## src/rtl/digit_scan_if.sv

```systemverilog
// digit_scan_if: display data in, multiplexed 7-segment drive out.
interface digit_scan_if;
  logic        en;
  logic [23:0] digits;
  logic [5:0]  dp_mask;
  logic [6:0]  seg_n;
  logic        dp_n;
  logic [5:0]  an_n;
  logic [2:0]  digit_idx;
  logic        frame_tick;
  modport master (output en, digits, dp_mask, input seg_n, dp_n, an_n, digit_idx, frame_tick);
  modport slave  (input en, digits, dp_mask, output seg_n, dp_n, an_n, digit_idx, frame_tick);
endinterface

```

## src/rtl/digit_scan_demux.sv

```systemverilog
// digit_scan_demux: six-digit multiplexed 7-segment scanner with per-frame input snapshot.
// Define GHOST_BLANK_EN to dark the anodes for the first GAP cycles of every slot.
module digit_scan_demux #(
  parameter int DIV = 50000,
  parameter int GAP = 2
) (
  input logic clk,
  input logic rst_n,
  digit_scan_if.slave bus
);
  localparam int W = $clog2(DIV);
  logic [W-1:0] cnt;
  logic [2:0]   idx;
  logic [23:0]  snap_dig;
  logic [5:0]   snap_dp;
  logic [6:0]   seg;
  logic         dp;
  logic [5:0]   an;
  logic         ft;
  logic         slot_end;
  logic         wrap;
  logic         blank;
  logic [3:0]   cur;
  logic [6:0]   dec;
  assign slot_end = bus.en && cnt == W'(DIV - 1);
  assign wrap     = slot_end && idx == 3'd5;
  assign cur      = snap_dig[4*idx +: 4];
`ifdef GHOST_BLANK_EN
  assign blank = cnt < W'(GAP);
`else
  // GAP has no effect in this build; the compare is always false for legal GAP
  assign blank = GAP < 0;
`endif
  always_comb begin
    dec = 7'h7F;
    case (cur)
      4'd0: dec = 7'h40;
      4'd1: dec = 7'h79;
      4'd2: dec = 7'h24;
      4'd3: dec = 7'h30;
      4'd4: dec = 7'h19;
      4'd5: dec = 7'h12;
      4'd6: dec = 7'h02;
      4'd7: dec = 7'h78;
      4'd8: dec = 7'h00;
      4'd9: dec = 7'h10;
      default: dec = 7'h7F;
    endcase
  end
  always_ff @(posedge clk or negedge rst_n) begin
    if (!rst_n) begin
      cnt      <= '0;
      idx      <= '0;
      snap_dig <= '0;
      snap_dp  <= '0;
      ft       <= 1'b0;
      an       <= 6'h3F;
      seg      <= 7'h7F;
      dp       <= 1'b1;
    end else if (bus.en) begin
      cnt <= slot_end ? '0 : cnt + 1'b1;
      idx <= slot_end ? (idx == 3'd5 ? 3'd0 : idx + 3'd1) : idx;
      if (wrap) begin
        snap_dig <= bus.digits;
        snap_dp  <= bus.dp_mask;
      end
      ft  <= wrap;
      an  <= blank ? 6'h3F : ~(6'b1 << idx);
      seg <= dec;
      dp  <= ~snap_dp[idx];
    end else begin
      ft  <= 1'b0;
      an  <= 6'h3F;
      seg <= 7'h7F;
      dp  <= 1'b1;
    end
  end
  assign bus.seg_n      = seg;
  assign bus.dp_n       = dp;
  assign bus.an_n       = an;
  assign bus.digit_idx  = idx;
  assign bus.frame_tick = ft;
endmodule

```

## src/flat_wrapper.sv

```systemverilog
// flat-port wrapper written by rule: the top's interface ports become plain ports
module digit_scan_demux_flat 
#(
  parameter int DIV = 50000,
  parameter int GAP = 2
)
  (clk, rst_n, bus_en, bus_digits, bus_dp_mask, bus_seg_n, bus_dp_n, bus_an_n, bus_digit_idx, bus_frame_tick);
  digit_scan_if bus_i ();
  input logic clk;
  input logic rst_n;
  input wire logic [$bits(bus_i.en)-1:0] bus_en;
  input wire logic [$bits(bus_i.digits)-1:0] bus_digits;
  input wire logic [$bits(bus_i.dp_mask)-1:0] bus_dp_mask;
  output wire logic [$bits(bus_i.seg_n)-1:0] bus_seg_n;
  output wire logic [$bits(bus_i.dp_n)-1:0] bus_dp_n;
  output wire logic [$bits(bus_i.an_n)-1:0] bus_an_n;
  output wire logic [$bits(bus_i.digit_idx)-1:0] bus_digit_idx;
  output wire logic [$bits(bus_i.frame_tick)-1:0] bus_frame_tick;
  assign bus_i.en = bus_en;
  assign bus_i.digits = bus_digits;
  assign bus_i.dp_mask = bus_dp_mask;
  assign bus_seg_n = bus_i.seg_n;
  assign bus_dp_n = bus_i.dp_n;
  assign bus_an_n = bus_i.an_n;
  assign bus_digit_idx = bus_i.digit_idx;
  assign bus_frame_tick = bus_i.frame_tick;
  digit_scan_demux #(.DIV(DIV), .GAP(GAP)) u_core (.clk(clk), .rst_n(rst_n), .bus(bus_i));
endmodule
```

## config.mk

```make
export PLATFORM = sky130hd
export DESIGN_NAME = digit_scan_demux_flat
export DESIGN_NICKNAME = d
export VERILOG_FILES = /design/src/rtl/digit_scan_if.sv /design/src/rtl/digit_scan_demux.sv /design/src/flat_wrapper.sv
export SDC_FILE = /design/constraint.sdc
export NUM_CORES = 1
export LEC_CHECK = 0
export ABC_AREA = 1
export BUFFER_PORTS_ARGS = -buffer_cell sky130_fd_sc_hd__clkbuf_2
export CORE_MARGIN = 4
export CORE_UTILIZATION = 51
export CTS_CLUSTER_SIZE = 20
export DETAILED_ROUTE_END_ITERATION = 12
export PLACE_DENSITY = 0.76
export SYNTH_ARGS = -nofsm -noshare
export SYNTH_HDL_FRONTEND = slang
export SYNTH_SLANG_ARGS = --single-unit
export TNS_END_PERCENT = 1
```

## constraint.sdc

```tcl
create_clock -name clk -period 1.7 [get_ports clk]
set_input_delay 0 -clock clk [delete_from_list [all_inputs] [get_ports clk]]
set_output_delay 0 -clock clk [all_outputs]
set_load 0.01 [all_outputs]
```

* After elaboration in Yosys (flattened, before gate mapping) *
Memory sizes are Yosys's and may differ from the RTL's.
Cells that the tools add are included.

storage, ports and cells
  memory bits (read-only) = 112
  output and inout bits = 18
  bits in registers = 64
  memories = 1
  word-level logic and storage cells = 30

operators by class
  eq/ne operators = 2
  $lt $le $gt $ge = 1
  reductions and logical operators = 4
  add/sub/neg operators = 2
  muxes and demuxes = 8
  shifts and indexed selects = 2
  bitwise gates (word level) = 2

memories
  memory            depth  bits a word  read ports  clocked after Yosys merged registers in  write ports  RTL line                RTL
  (name not given)  16     7            1           0                                        0            digit_scan_demux.sv:36  case (cur)

operators with widths
  cell                                                                           count
  24-bit by 6-bit indexed part select with 4-bit output                          1
  16-bit by 1-bit adder with 16-bit output (second input constant)               1
  16-bit equality test (second input constant)                                   1
  16-bit 2-to-1 mux                                                              1
  7-bit 2-to-1 mux                                                               1
  6-bit 2-to-1 mux                                                               1
  6-bit inverter                                                                 1
  1-bit by 3-bit left shift with 6-bit output (first input constant)             1
  3-bit by 4-bit less-than comparator with 1-bit output (second input constant)  1
  2-bit AND reduction                                                            2
  3-bit by 1-bit adder with 3-bit output (second input constant)                 1
  1-bit binary-select mux with 3-bit select                                      1
  3-bit equality test (second input constant)                                    1
  1-bit 2-to-1 mux                                                               3
  3-bit 2-to-1 mux                                                               1
  1-bit logical AND                                                              2
  1-bit inverter                                                                 1

* Logic depth before layout (Yosys ltp) *
  depth after elaboration = 4
  gate-level depth with buffers = 13
  gate-level depth less buffers = 13

* Least setup slack after synthesis *
No wires, ideal clock.

  kind = register -> register
  start = register u_core.idx[2], in the netlist u_core.bus.digit_idx[2]
  end = register u_core.seg[0], in the netlist u_core.bus.seg_n[0]
  slack = -0.101 ns
  path buffers = 1
  cell stages (with the launch flop) = 12
  arrival = 1.710 ns
  data required time = 1.610 ns
  clock period less this slack = 1.801 ns
  cells stage by stage = dfrtp_1 -> buf_4 -> inv_2 -> nor2_1 -> nand2_1 -> nand2_1 -> a21oi_1 -> inv_1 -> ha_1 -> nand3b_1 -> nand3_1 -> nand3_1

on the way
  longest elaborated chain between the ends = 3

ends and longest elaborated chain
  what                                                   RTL line                RTL
  start, declared                                        digit_scan_demux.sv:13  logic [2:0] idx;
  start signal, assigned                                 digit_scan_demux.sv:62  idx <= slot_end ? (idx == 3'd5 ? 3'd0 : idx + 3'd1) : idx;
  24-bit by 6-bit indexed part select with 4-bit output  digit_scan_demux.sv:27  assign cur = snap_dig[4*idx +: 4];
  memory 16 x 7 bit                                      -
  7-bit 2-to-1 mux                                       digit_scan_demux.sv:60  end else if (bus.en) begin
  end signal, assigned                                   digit_scan_demux.sv:58  seg <= 7'h7F;
  end signal, assigned                                   digit_scan_demux.sv:69  seg <= dec;
  end signal, assigned                                   digit_scan_demux.sv:74  seg <= 7'h7F;
  end, declared                                          digit_scan_demux.sv:16  logic [6:0] seg;

Every way passes these cells.
A chain may end at the register's enable or synchronous reset.

* Worst setup path in the final report *
  start = register u_core.idx[0], in the netlist u_core.bus.digit_idx[0]
  end = register u_core.seg[3], in the netlist u_core.bus.seg_n[3]

The elaborated chain is that of the path after synthesis.

==> flow_metrics.py <==
metrics = {
    "logic_synthesis": {
        "ys_types": 36,
        "synthCells": 395,
        "syn_area_per_cell_sq_um": 7.97,
        "synth_seq_area_share": 0.514,
        "synth.cell_area_sq_um": 3150,
        "yosys_warnings": 0,
        "synth_fp_nets": 435,
        "ys_ff_latch": 64,
    },
    "global_route": {
        "overflow": 0,
        "gr-usage-met1": 0.264,
        "grt_max_degree": 65,
        "busiest_layer": "met2",
        "use_met2": 0.348,
        "met3_usage": 0.0608,
        "grt_usage": 0.211,
        "grt_pass1_vias": 2748,
        "antenna_found_initial": 0,
        "grt_pass1_wl_microns": 12300,
    },
    "hold_path": {
        "hp-class": "primary input to register",
    },
    "cells_and_area": {
        "nNetsFinal": 532,
        "finalInstanceArea_sq_um": 4150,
        "antenna_cells": 0,
        "layout-area-overhead-vs-synth_pct": 32.0,
        "final_common_cell": "nand2_1",
        "final_cell_mix": "nand2_1 (176), clkbuf_2 (50), dfrtp_1 (48)",
        "drive_gt1_frac": 0.258,
        "final_util": 0.697,
        "final_cell_count_no_fill": 572,
    },
    "clocking": {
        "cts_max_level": 3,
        "cts_root_buffer": "clkbuf_8",
        "clockBufferDepth": 2,
        "clkTransAtPathRegs_ps": 70,
        "cts.sinks": 64,
        "insertion_delay_ps": 340,
        "numCtsBuffers": 9,
        "cts_tree": "done",
        "cts_setup_buffers": 0,
    },
    "power_and_ir_drop": {
        "power_density_nw_per_um2": 828,
        "finalPower_mw": 3.44,
        "ir_drop_mv": 0.495,
        "leakagePower_nw": 2.26,
    },
    "placement": {
        "place_inst": 525,
        "place_area_sq_um": 3560,
        "hpwl_microns": 4950,
        "port_buffers": 50,
        "gp_congestion": 0.834,
        "dp_slack_ps": -36.0,
    },
    "timing": {
        "post-route-period-util": 0.983,
        "max_freq_mhz": 599,
        "worst_pin_slew_ps": 381,
        "hold_viol": 0,
        "report.final.slew_viol_count": 0,
        "fin_crit_ps": 1670,
        "clock-skew-final_ps": 7.37,
        "slew_headroom": 0.744,
        "setup_tns_ps": 0,
        "holdWs_ps": 78.2,
        "setup_ws_ps": 29.4,
        "rsz0062_at_grt": "true",
        "setup_violations": 0,
    },
    "critical_path": {
        "cp_max_fo": 6,
        "end_kind": "register",
        "critical_path_required_ps": 1960,
        "start_kind": "register",
        "crit_type": "register to register",
        "cp_data_arrival_time_ps": 1930,
    },
    "die": {
        "die_w_microns": 86.6,
        "start_util": 0.529,
        "dieArea_sq_um": 7490,
        "ios": 51,
        "num_rows": 28,
        "chipHeight_microns": 86.6,
        "core_sq_um": 5960,
    },
    "routing": {
        "vias": 2766,
        "vias_per_cell": 4.84,
        "first_pass_iters": 4,
        "drt-total-wl_microns": 7140,
        "postRouteAntennaNets": 0,
        "drc": 0,
        "post_drt_wl_per_cell_microns": 12.5,
        "drt-initial-drc-count": 154,
    },
    "job": {
        "cap_violations": 0,
    },
    "run_status": {
        "status": "completed",
    },
}
-- logic make-up (layout without fill, tap and decap cells) --
family | count (synthesis) | count (layout) | share of synthesized area
AOI/OAI and AO/OA | 19 | 19 | 0.0401
xor gates and xnor gates | 6 | 6 | 0.0167
adders and majority gates | 7 | 7 | 0.0278
buffers and inverters | 47 | 149 | 0.0672
DFF | 64 | 64 | 0.514
and+or+nand+nor | 252 | 252 | 0.334
-- timing repair --
action,4_1_cts,5_1_grt
pin swaps,2,7
hold endpoints to repair,94,0
hold buffers,31,0
resized for setup,7,15
setup endpoints to repair,4,37
-- path summary, 6_finish.rpt --
kind                                               from                  end  slack [ps]  depth (start not counted)
worst max register to register  u_core.bus.digit_idx[0]  u_core.bus.seg_n[3]          30                         11
max in group asynchronous                         rst_n      u_core.bus.dp_n        1170                          3
worst min register to register      u_core.snap_dig[16]  u_core.snap_dig[16]         490                          2
worst max-delay path            u_core.bus.digit_idx[0]  u_core.bus.seg_n[3]          30                         11
worst min-delay path                             bus_en   u_core.bus.an_n[3]          80                          3
min in group asynchronous                         rst_n       u_core.cnt[13]         190                          3
-- registers in the layout (all words and copies together) (netlist names) --
| register | cells |
|---|---|
| u_core.bus.an_n | 6 |
| u_core.bus.digit_idx | 3 |
| u_core.bus.dp_n | 1 |
| u_core.bus.frame_tick | 1 |
| u_core.bus.seg_n | 7 |
| u_core.cnt | 16 |
| u_core.snap_dig | 24 |
| u_core.snap_dp | 6 |
-- worst max-delay path, stage by stage, from the launching register on --
cell and delay [ps]:
dfrtp_2 470, buf_6 150, nand2_2 50, nand2_2 50
nand2_1 70, nand3_2 90, a21oi_4 170, inv_2 70
ha_2 160, nand3b_1 170, nand3_1 100, nand3_1 60
-- power breakdown --
| group | internal [mW] | switching, mW | leakage, nW | total, mW |
|---|---|---|---|---|
| clock network | 0.753 | 0.551 | 0.103 | 1.30 |
| logic | 0.192 | 0.215 | 1.35 | 0.407 |
| registers | 1.63 | 0.104 | 0.804 | 1.73 |
| total | 2.57 | 0.870 | 2.26 | 3.44 |
-- cells in the mapped netlist, drive strengths merged --
cell type / n / area share
o21ai: 8 / 0.016
nor3: 3 / 0.0064
nor4: 1 / 0.0040
inv: 37 / 0.044
nand4: 4 / 0.0099
and3: 2 / 0.0040
a21oi: 5 / 0.0091
xor2: 5 / 0.014
nor2: 29 / 0.040
a22oi: 2 / 0.0048
nand2: 186 / 0.22
dfrtp: 50 / 0.40
o21bai: 2 / 0.0048
ha: 7 / 0.028
a32o: 1 / 0.0032
xnor2: 1 / 0.0028
clkbuf: 2 / 0.0028
and2: 1 / 0.0020
dfstp: 14 / 0.12
nand3: 24 / 0.038
or2: 1 / 0.0020
a31oi: 1 / 0.0020
nand3b: 1 / 0.0024
buf: 8 / 0.020
-- metal layers --
layer / up-vias / wire (microns)
met3: 10 / 379
li1: 1418 / -
met4: 0 / 118
met1: 1273 / 3110
met5: - / 0
met2: 65 / 3520
-- area by class of cell --
| type | count | area (sq um) |
|---|---|---|
| clock buffer | 13 | 159 |
| clock inverter | 3 | 40.0 |
| fill | 446 | 1800 |
| inverter | 37 | 144 |
| multi-input combinational | 284 | 1390 |
| sequential | 64 | 1620 |
| tap | 75 | 93.8 |
| timing repair buffer | 96 | 706 |
Power figures use the tool's default switching activity.
